File: src/rtl/apb_arbiter.sv
// ---------------------------------------------------------------------------
// apb_arbiter
//
// N-to-1 APB arbiter. One pending upstream requester is chosen, its request
// is captured into registers and replayed downstream as a clean SETUP/ACCESS
// pair. All other requesters see pready low until their own turn. The
// granted requester's hart ID travels downstream with the transfer.
//
// Build option:
//   APB_ARBITER_FIXED_PRIO_EN  defined   -> fixed priority, lowest index wins
//                              undefined -> round-robin starting at rr_ptr
//
// Parameters:
//   N_MASTERS  number of upstream requesters (2..8)
//   W_ADDR     APB address width
//   W_DATA     APB data width, also the hart-ID width
//
// Ports:
//   clk, rst_n                         clock, asynchronous active-low reset
//   apbs_*  (packed, requester i at [i*W +: W])
//     paddr/psel/penable/pwrite/pwdata/phartid   upstream request inputs
//     pready/prdata/pslverr                      upstream response outputs
//   apbm_*
//     paddr/psel/penable/pwrite/pwdata/phartid   downstream request outputs
//     pready/prdata/pslverr                      downstream response inputs
// ---------------------------------------------------------------------------
module apb_arbiter #(
    parameter int N_MASTERS = 2,
    parameter int W_ADDR    = 16,
    parameter int W_DATA    = 32
) (
    input  logic                          clk,
    input  logic                          rst_n,
    input  logic [N_MASTERS*W_ADDR-1:0]   apbs_paddr,
    input  logic [N_MASTERS-1:0]          apbs_psel,
    input  logic [N_MASTERS-1:0]          apbs_penable,
    input  logic [N_MASTERS-1:0]          apbs_pwrite,
    input  logic [N_MASTERS*W_DATA-1:0]   apbs_pwdata,
    input  logic [N_MASTERS*W_DATA-1:0]   apbs_phartid,
    output logic [N_MASTERS-1:0]          apbs_pready,
    output logic [N_MASTERS*W_DATA-1:0]   apbs_prdata,
    output logic [N_MASTERS-1:0]          apbs_pslverr,
    output logic [W_ADDR-1:0]             apbm_paddr,
    output logic                          apbm_psel,
    output logic                          apbm_penable,
    output logic                          apbm_pwrite,
    output logic [W_DATA-1:0]             apbm_pwdata,
    output logic [W_DATA-1:0]             apbm_phartid,
    input  logic                          apbm_pready,
    input  logic [W_DATA-1:0]             apbm_prdata,
    input  logic                          apbm_pslverr
);

    localparam int W_IDX = (N_MASTERS > 1) ? $clog2(N_MASTERS) : 1;

    typedef enum logic [1:0] {
        ST_IDLE   = 2'd0,
        ST_SETUP  = 2'd1,
        ST_ACCESS = 2'd2
    } state_t;

    state_t             r_state;
    state_t             w_state_next;
    logic               w_capture;
    logic               w_done;
    logic               w_found;
    logic [W_IDX-1:0]   w_winner;
    logic [W_IDX-1:0]   w_cand;

    logic [W_IDX-1:0]   r_grant;
    logic [W_ADDR-1:0]  r_paddr;
    logic               r_pwrite;
    logic [W_DATA-1:0]  r_pwdata;
    logic [W_DATA-1:0]  r_phartid;

    // Upstream penable carries no information the arbiter needs: a request
    // is recognised on psel alone and replayed with our own SETUP/ACCESS.
    logic               w_unused_penable;
    assign w_unused_penable = ^apbs_penable;

    // Completion cycle: downstream ACCESS accepted this cycle.
    assign w_done = (r_state == ST_ACCESS) && apbm_pready;

    // ------------------------------------------------------------------
    // Winner selection
    // ------------------------------------------------------------------
`ifdef APB_ARBITER_FIXED_PRIO_EN
    // Scan from the top down so the lowest pending index is written last.
    always_comb begin
        w_found  = 1'b0;
        w_winner = '0;
        w_cand   = '0;
        for (int k = N_MASTERS - 1; k >= 0; k--) begin
            w_cand = W_IDX'(k);
            if (apbs_psel[w_cand]) begin
                w_found  = 1'b1;
                w_winner = w_cand;
            end
        end
    end
`else
    logic [W_IDX-1:0]   r_rr_ptr;

    // Search upward from rr_ptr with wrap-around; first pending one wins.
    always_comb begin
        w_found  = 1'b0;
        w_winner = '0;
        w_cand   = '0;
        for (int k = 0; k < N_MASTERS; k++) begin
            w_cand = W_IDX'((int'(r_rr_ptr) + k) % N_MASTERS);
            if (!w_found && apbs_psel[w_cand]) begin
                w_found  = 1'b1;
                w_winner = w_cand;
            end
        end
    end

    // The pointer moves past the requester just served, so it drops to the
    // back of the rotation.
    always_ff @(posedge clk or negedge rst_n) begin
        if (!rst_n) begin
            r_rr_ptr <= '0;
        end else if (w_done) begin
            r_rr_ptr <= (int'(r_grant) == N_MASTERS - 1) ? '0 : r_grant + W_IDX'(1);
        end
    end
`endif

    // ------------------------------------------------------------------
    // FSM
    // ------------------------------------------------------------------
    always_ff @(posedge clk or negedge rst_n) begin
        if (!rst_n) begin
            r_state <= ST_IDLE;
        end else begin
            r_state <= w_state_next;
        end
    end

    always_comb begin
        w_state_next = r_state;
        w_capture    = 1'b0;
        case (r_state)
            ST_IDLE: begin
                if (w_found) begin
                    w_state_next = ST_SETUP;
                    w_capture    = 1'b1;
                end
            end
            ST_SETUP: begin
                w_state_next = ST_ACCESS;
            end
            ST_ACCESS: begin
                if (apbm_pready) begin
                    w_state_next = ST_IDLE;
                end
            end
            default: begin
                w_state_next = ST_IDLE;
            end
        endcase
    end

    // ------------------------------------------------------------------
    // Request capture. Downstream fields come only from these registers,
    // so upstream changes after arbitration cannot disturb the transfer.
    // ------------------------------------------------------------------
    always_ff @(posedge clk or negedge rst_n) begin
        if (!rst_n) begin
            r_grant   <= '0;
            r_paddr   <= '0;
            r_pwrite  <= 1'b0;
            r_pwdata  <= '0;
            r_phartid <= '0;
        end else if (w_capture) begin
            r_grant   <= w_winner;
            r_paddr   <= apbs_paddr[w_winner*W_ADDR +: W_ADDR];
            r_pwrite  <= apbs_pwrite[w_winner];
            r_pwdata  <= apbs_pwdata[w_winner*W_DATA +: W_DATA];
            r_phartid <= apbs_phartid[w_winner*W_DATA +: W_DATA];
        end
    end

    assign apbm_psel    = (r_state != ST_IDLE);
    assign apbm_penable = (r_state == ST_ACCESS);
    assign apbm_paddr   = r_paddr;
    assign apbm_pwrite  = r_pwrite;
    assign apbm_pwdata  = r_pwdata;
    assign apbm_phartid = r_phartid;

    // ------------------------------------------------------------------
    // Upstream responses: only the granted requester, only in the
    // completion cycle. Not masked by the requester's current psel, so a
    // requester that dropped psel mid-transfer still sees its pulse.
    // ------------------------------------------------------------------
    generate
        for (genvar gi = 0; gi < N_MASTERS; gi++) begin : g_resp
            logic w_hit;
            assign w_hit = w_done && (r_grant == W_IDX'(gi));
            assign apbs_pready[gi]                   = w_hit;
            assign apbs_pslverr[gi]                  = w_hit & apbm_pslverr;
            assign apbs_prdata[gi*W_DATA +: W_DATA]  = w_hit ? apbm_prdata : '0;
        end
    endgenerate

endmodule

File: config.mk
export PLATFORM = sky130hd
export DESIGN_NAME = apb_arbiter
export DESIGN_NICKNAME = d
export VERILOG_FILES = /design/src/rtl/apb_arbiter.sv
export SDC_FILE = /design/constraint.sdc
export NUM_CORES = 1
export LEC_CHECK = 0
export BUFFER_PORTS_ARGS = -buffer_cell sky130_fd_sc_hd__clkbuf_2
export CORE_AREA = 2 2 139 141
export CTS_CLUSTER_SIZE = 10
export DETAILED_ROUTE_END_ITERATION = 12
export DIE_AREA = 0 0 141 143
export GPL_TIMING_DRIVEN = 0
export PLACE_DENSITY = 0.59
export SYNTH_ARGS = -nofsm -noshare
export SYNTH_HDL_FRONTEND = slang
export SYNTH_SLANG_ARGS = --single-unit
File: constraint.sdc
create_clock -name clk -period 3.5 [get_ports clk]
set_input_delay 0.35 -clock clk [delete_from_list [all_inputs] [get_ports clk]]
set_output_delay 0.35 -clock clk [all_outputs]
set_load 0.005 [all_outputs]
Word-level counts from Yosys, hierarchy flattened

Cells that the tools add are included.

Bits in registers: 85

$add $sub $neg: 2
Magnitude comparators: 3
Equal/unequal tests: 4
Shift-type cells: 3
Multiplexer cells: 18
Bitwise gates (word level): 3
Reduce and logical (&&, ||, !) cells: 8

Operators by type and width:

| kind                                                       | number |
|---|---|
| variable part select 64 x 7 -> 32 bit                      | 2 |
| 2-to-1 mux 32 bit                                          | 2 |
| variable part select 32 x 6 -> 16 bit                      | 1 |
| 2-to-1 mux 1 bit                                           | 13 |
| less-than comparator 1 x 2 -> 1 bit, second input constant | 3 |
| case mux 2 bit (3 select lines)                            | 1 |
| logical AND 1 bit                                          | 4 |
| 2-to-1 mux 2 bit                                           | 2 |
| adder 1 bit, second input constant                         | 2 |
| AND 1 bit                                                  | 2 |
| == test 2 x 1 -> 1 bit, second input constant              | 1 |
| == test 2 bit, second input constant                       | 1 |
| zero test 2 bit                                            | 1 |
| inequality test 2 x 1 -> 1 bit, second input constant      | 1 |
| inequality test 2 bit, second input constant               | 1 |
| AND reduction 2 bit                                        | 1 |
| nonzero test 2 bit                                         | 1 |
| zero test 1 bit                                            | 1 |
| NOT 1 bit                                                  | 1 |

Depth between registers and ports, before layout

Depth in word-level cells: 8
Depth in mapped cells: 5
Gate-level depth less buffers: 4

Least setup slack after synthesis

No wires, ideal clock.

Path type: register to output
Start point: reg r_state[1]
End point: out apbs_prdata[55]
Arrival time: 1.139 ns
Data required time: 3.150 ns
Slack: 2.011 ns
Stages on the path, launching flop included: 6
Buffers on the path: 2
Cell sequence: dfrtp_1 > nor2b_4 > and3_1 > buf_4 > buf_6 > and2_1

Cells in the longest elaborated chain, start to end: 4

RTL lines:

| element                | line | source |
|---|---|---|
| from (decl)            | 62   | `state_t r_state;` |
| from (signal assigned) | 136  | `r_state <= w_state_next;` |
| == test 2 bit          | n/a  |  |
| net apbm_penable       | 45   | `output logic apbm_penable,` |
| logical AND 1 bit      | 82   | `assign w_done = (r_state == ST_ACCESS) && apbm_pready;` |
| logical AND 1 bit      | 199  | `assign w_hit = w_done && (r_grant == W_IDX'(gi));` |
| net g_resp[1].w_hit    | 198  | `logic w_hit;` |
| 2-to-1 mux 32 bit      | 202  | `assign apbs_prdata[gi*W_DATA +: W_DATA] = w_hit ? apbm_prdata : '0;` |
| to (decl)              | 41   | `output logic [N_MASTERS*W_DATA-1:0] apbs_prdata,` |

The timed path passes the listed nets, and every way through them passes these cells.

Final worst setup path

Start point: reg r_state[1]
End point: out apbs_prdata[9]

Cells in the longest elaborated chain, start to end: 4

RTL lines:

| element           | line |
|---|---|
| == test 2 bit     | 82 |
| logical AND 1 bit | 82 |
| logical AND 1 bit | 199 |
| 2-to-1 mux 32 bit | 202 |

Every way passes these cells.

==> flow_summary.yaml <==
clock_network:
  root_buffer: "clkbuf_16"
  path_clk_slew_ns: 0.07
  post-cts-setup-buffers: 0
  cts-hold-fix-buffers: 1
  clock_latency_ns: 0.36
  cts_tree: "built"
  clock_tree.buffer_depth: 2
  cts_buffers: 9
  post_cts_resized: 0
  clock-sinks: 85
  htreeDepth: 3
routing:
  vias: 5834
  drcViolationCount: 0
  vias_per_cell: 5.02
  drt_iter0_markers: 383
  dr.pass1.iters: 4
  routedWlPerCell_um: 17.7
  wl_um: 20600
  postRouteAntennaNets: 0
die:
  rows: 50
  initial_core_util_pct: 25.5
  core_area_um2: 18600
  die_h_um: 143
  ios: 353
  die_w_um: 141
  die_area_um2: 20200
synthesis:
  seq_area_frac_synth_pct: 45.0
  synth_area_leaders: "dfrtp_1, a31oi_1, and2_1"
  synthDistinctLibCells: 22
  synth-seq-cells: 85
  synth_top_flop_cell: "dfrtp_1"
  ys.warnings.count: 0
  synthesis.nets: 763
  synth.cell_area_um2: 4730
  async_flop_share_pct: 100
  synth-edff-count: 0
  yosys-top-cells-count: "dfrtp_1, a21oi_1, a31oi_1, nand3_1, o21ai_1"
  yosys.area.top_type: "dfrtp_1"
  synthCells: 561
  synth_top_area_share_pct: 45.0
  syn_area_per_cell_um2: 8.43
  synth.most_common_cell: "dfrtp_1"
global_routing:
  grt_pass1_wl_um: 30900
  grt_pass1_vias: 5724
  grt_max_degree: 58
  overflow: 0
  grtUsageTotal_pct: 19.9
  antenna_found_initial: 0
sta:
  hold_viol: 0
  tns_ns: 0
  max_freq_ghz: 0.459
  finClkSkew_ns: 0.00742
  fin_hold_ws_ns: 0.241
  fin_crit_sh_pct: 62.3
  worst_pin_slew_ns: 0.490
  grt_setup_unrepaired: "no"
  setup_viol: 0
  final-max-slew-violation-count: 0
  slew_headroom_pct: 67.4
  period_needed_ns: 2.18
layout:
  regArea_um2: 2130
  nFillCells: 1973
  multi_input_area_um2: 2250
  area_delta_synth_final_pct: 50.0
  fin_util_pct: 38.2
  antenna_cells: 0
  layout-drive-gt1-share_pct: 45.1
  finalInstanceArea_um2: 7090
  fin_nets: 1126
pwr:
  p_int_w: 0.00302
  p_seq_share_pct: 34.9
  pwr-share-comb_pct: 47.1
  power.density_nw_per_um2: 727
  leakagePower_nw: 3.51
  p_clk_share_pct: 18.0
  peakVddDrop_v: 0.000304
  switchingPower_w: 0.00214
  switching_share_pct: 41.4
critical_path:
  crit_slowest_cell: "dfrtp_1"
  startpoint_type: "register"
  timing.rr.start: "r_state[0]"
  cp-endpoint: "apbs_prdata[9]"
  cp_max_fo: 10
  crit_path_end_kind: "output pin"
  critical-path-top-delay-family: "simple AND/OR/NAND/NOR gates"
  r2r_cells: 5
  cp.required_ns: 3.15
  arrival_ns: 1.83
  startpoint: "r_state[1]"
  critical_path_class: "reg -> out"
  cp_slowest_stage_delay_ns: 0.42
  crit_cells: 5
  critical_path_buf_inv_count: 2
  crit_chain: "nor2b_4, and3b_1, buf_2, and2_1, clkbuf_2"
  ff2ff_setup_slack_ns: 1.59
  r2r_end: "apbm_pwdata[13]"
placed_design:
  dp_hpwl_um: 15700
  numPortBuffers: 350
  placed_area_um2: 6800
  gp_congestion: 0.859
outcome:
  status: "completed"
worst_hold_path:
  worst_hold_path_type: "in -> reg"
run:
  drv_cap: 0
-- sequential cells by signal, indices dropped and copies added, names as in the netlist --
name          count
apbm_pwdata      32
r_grant           1
apbm_phartid     32
apbm_paddr       16
apbm_pwrite       1
r_state           2
r_rr_ptr          1
-- layout by cell type (no fill, tap or decap), drive strengths merged, types with 3 or more instances in the layout --
master and count:
clkinvlp 3, clkbuf 383, a21oi 82, nand3 81, nor2 5, and2 66, dfrtp 85, o21ai 82
buf 48, a31oi 81
-- metal layers --
metal | vias up | global-route usage, % | wire, µm
li1 | 2780 | - | -
met1 | 2734 | 21.7 | 7720
met2 | 283 | 36.9 | 10800
met3 | 37 | 5.30 | 1560
met4 | 0 | 7.84 | 578
met5 | - | 0 | 0
-- worst min-delay path by stage --
stage / from / end / slack (ns) / cells past startpoint
floorplan: rst_n / apbm_paddr[0] / 0.05 / 0
global placement: apbm_pwdata[3] / apbm_pwdata[3] / 0.53 / 2
detailed placement: rst_n / apbm_phartid[9] / 0.34 / 1
CTS: apbs_phartid[9] / apbm_phartid[9] / 0.24 / 3
global route: apbs_phartid[10] / apbm_phartid[10] / 0.25 / 3
finish: apbs_phartid[9] / apbm_phartid[9] / 0.24 / 3
-- power groups by stage --
stage | registers (W) | clock network (W) | logic, W
global placement | 0.00179 | 0 | 0.00245
floorplan | 0.00180 | 0 | 0.00125
CTS | 0.00180 | 0.000948 | 0.00246
finish | 0.00180 | 0.000927 | 0.00243
global route | 0.00186 | 0.000985 | 0.00272
detailed placement | 0.00180 | 0 | 0.00246
-- logic make-up after synthesis --
kind of cell	count (synthesis)	share of synthesized area (%)
AOI/OAI and AO/OA	246	28.2
and+or+nand+nor	158	19.0
DFF	85	45.0
buffers and inverters	71	7.54
muxes	1	0.238
-- area by class of cell --
| class | count | share of cell area, % |
|---|---|---|
| inverters | 2 | 0.106 |
| clock buffers | 11 | 3.42 |
| multi-input cells | 405 | 31.7 |
| well taps | 234 | 4.13 |
| flip-flops and latches | 85 | 30.0 |
| plain buffers | 69 | 4.92 |
| clock inverters | 5 | 0.512 |
| repair buffers | 352 | 25.3 |
-- worst register-to-register path, stage by stage, from the launching register on --
cell and delay (ns):
dfrtp_1 0.45, nor2_4 0.36, inv_2 0.13, nor2_4 0.38, buf_2 0.33, a31oi_1 0.13
-- per-stage QoR --
step | setup WS, ns | std cells | power, W
after global routing | 1.19 | 1163 | 0.00556
after CTS | 1.26 | 1163 | 0.00520
after detailed placement | 1.58 | 1146 | 0.00426
final | 1.32 | 1163 | 0.00515
after floorplan | 2.01 | 561 | 0.00305
after global placement | 0.965 | 1145 | 0.00424
Note: power is estimated with default switching activity, not from simulation.
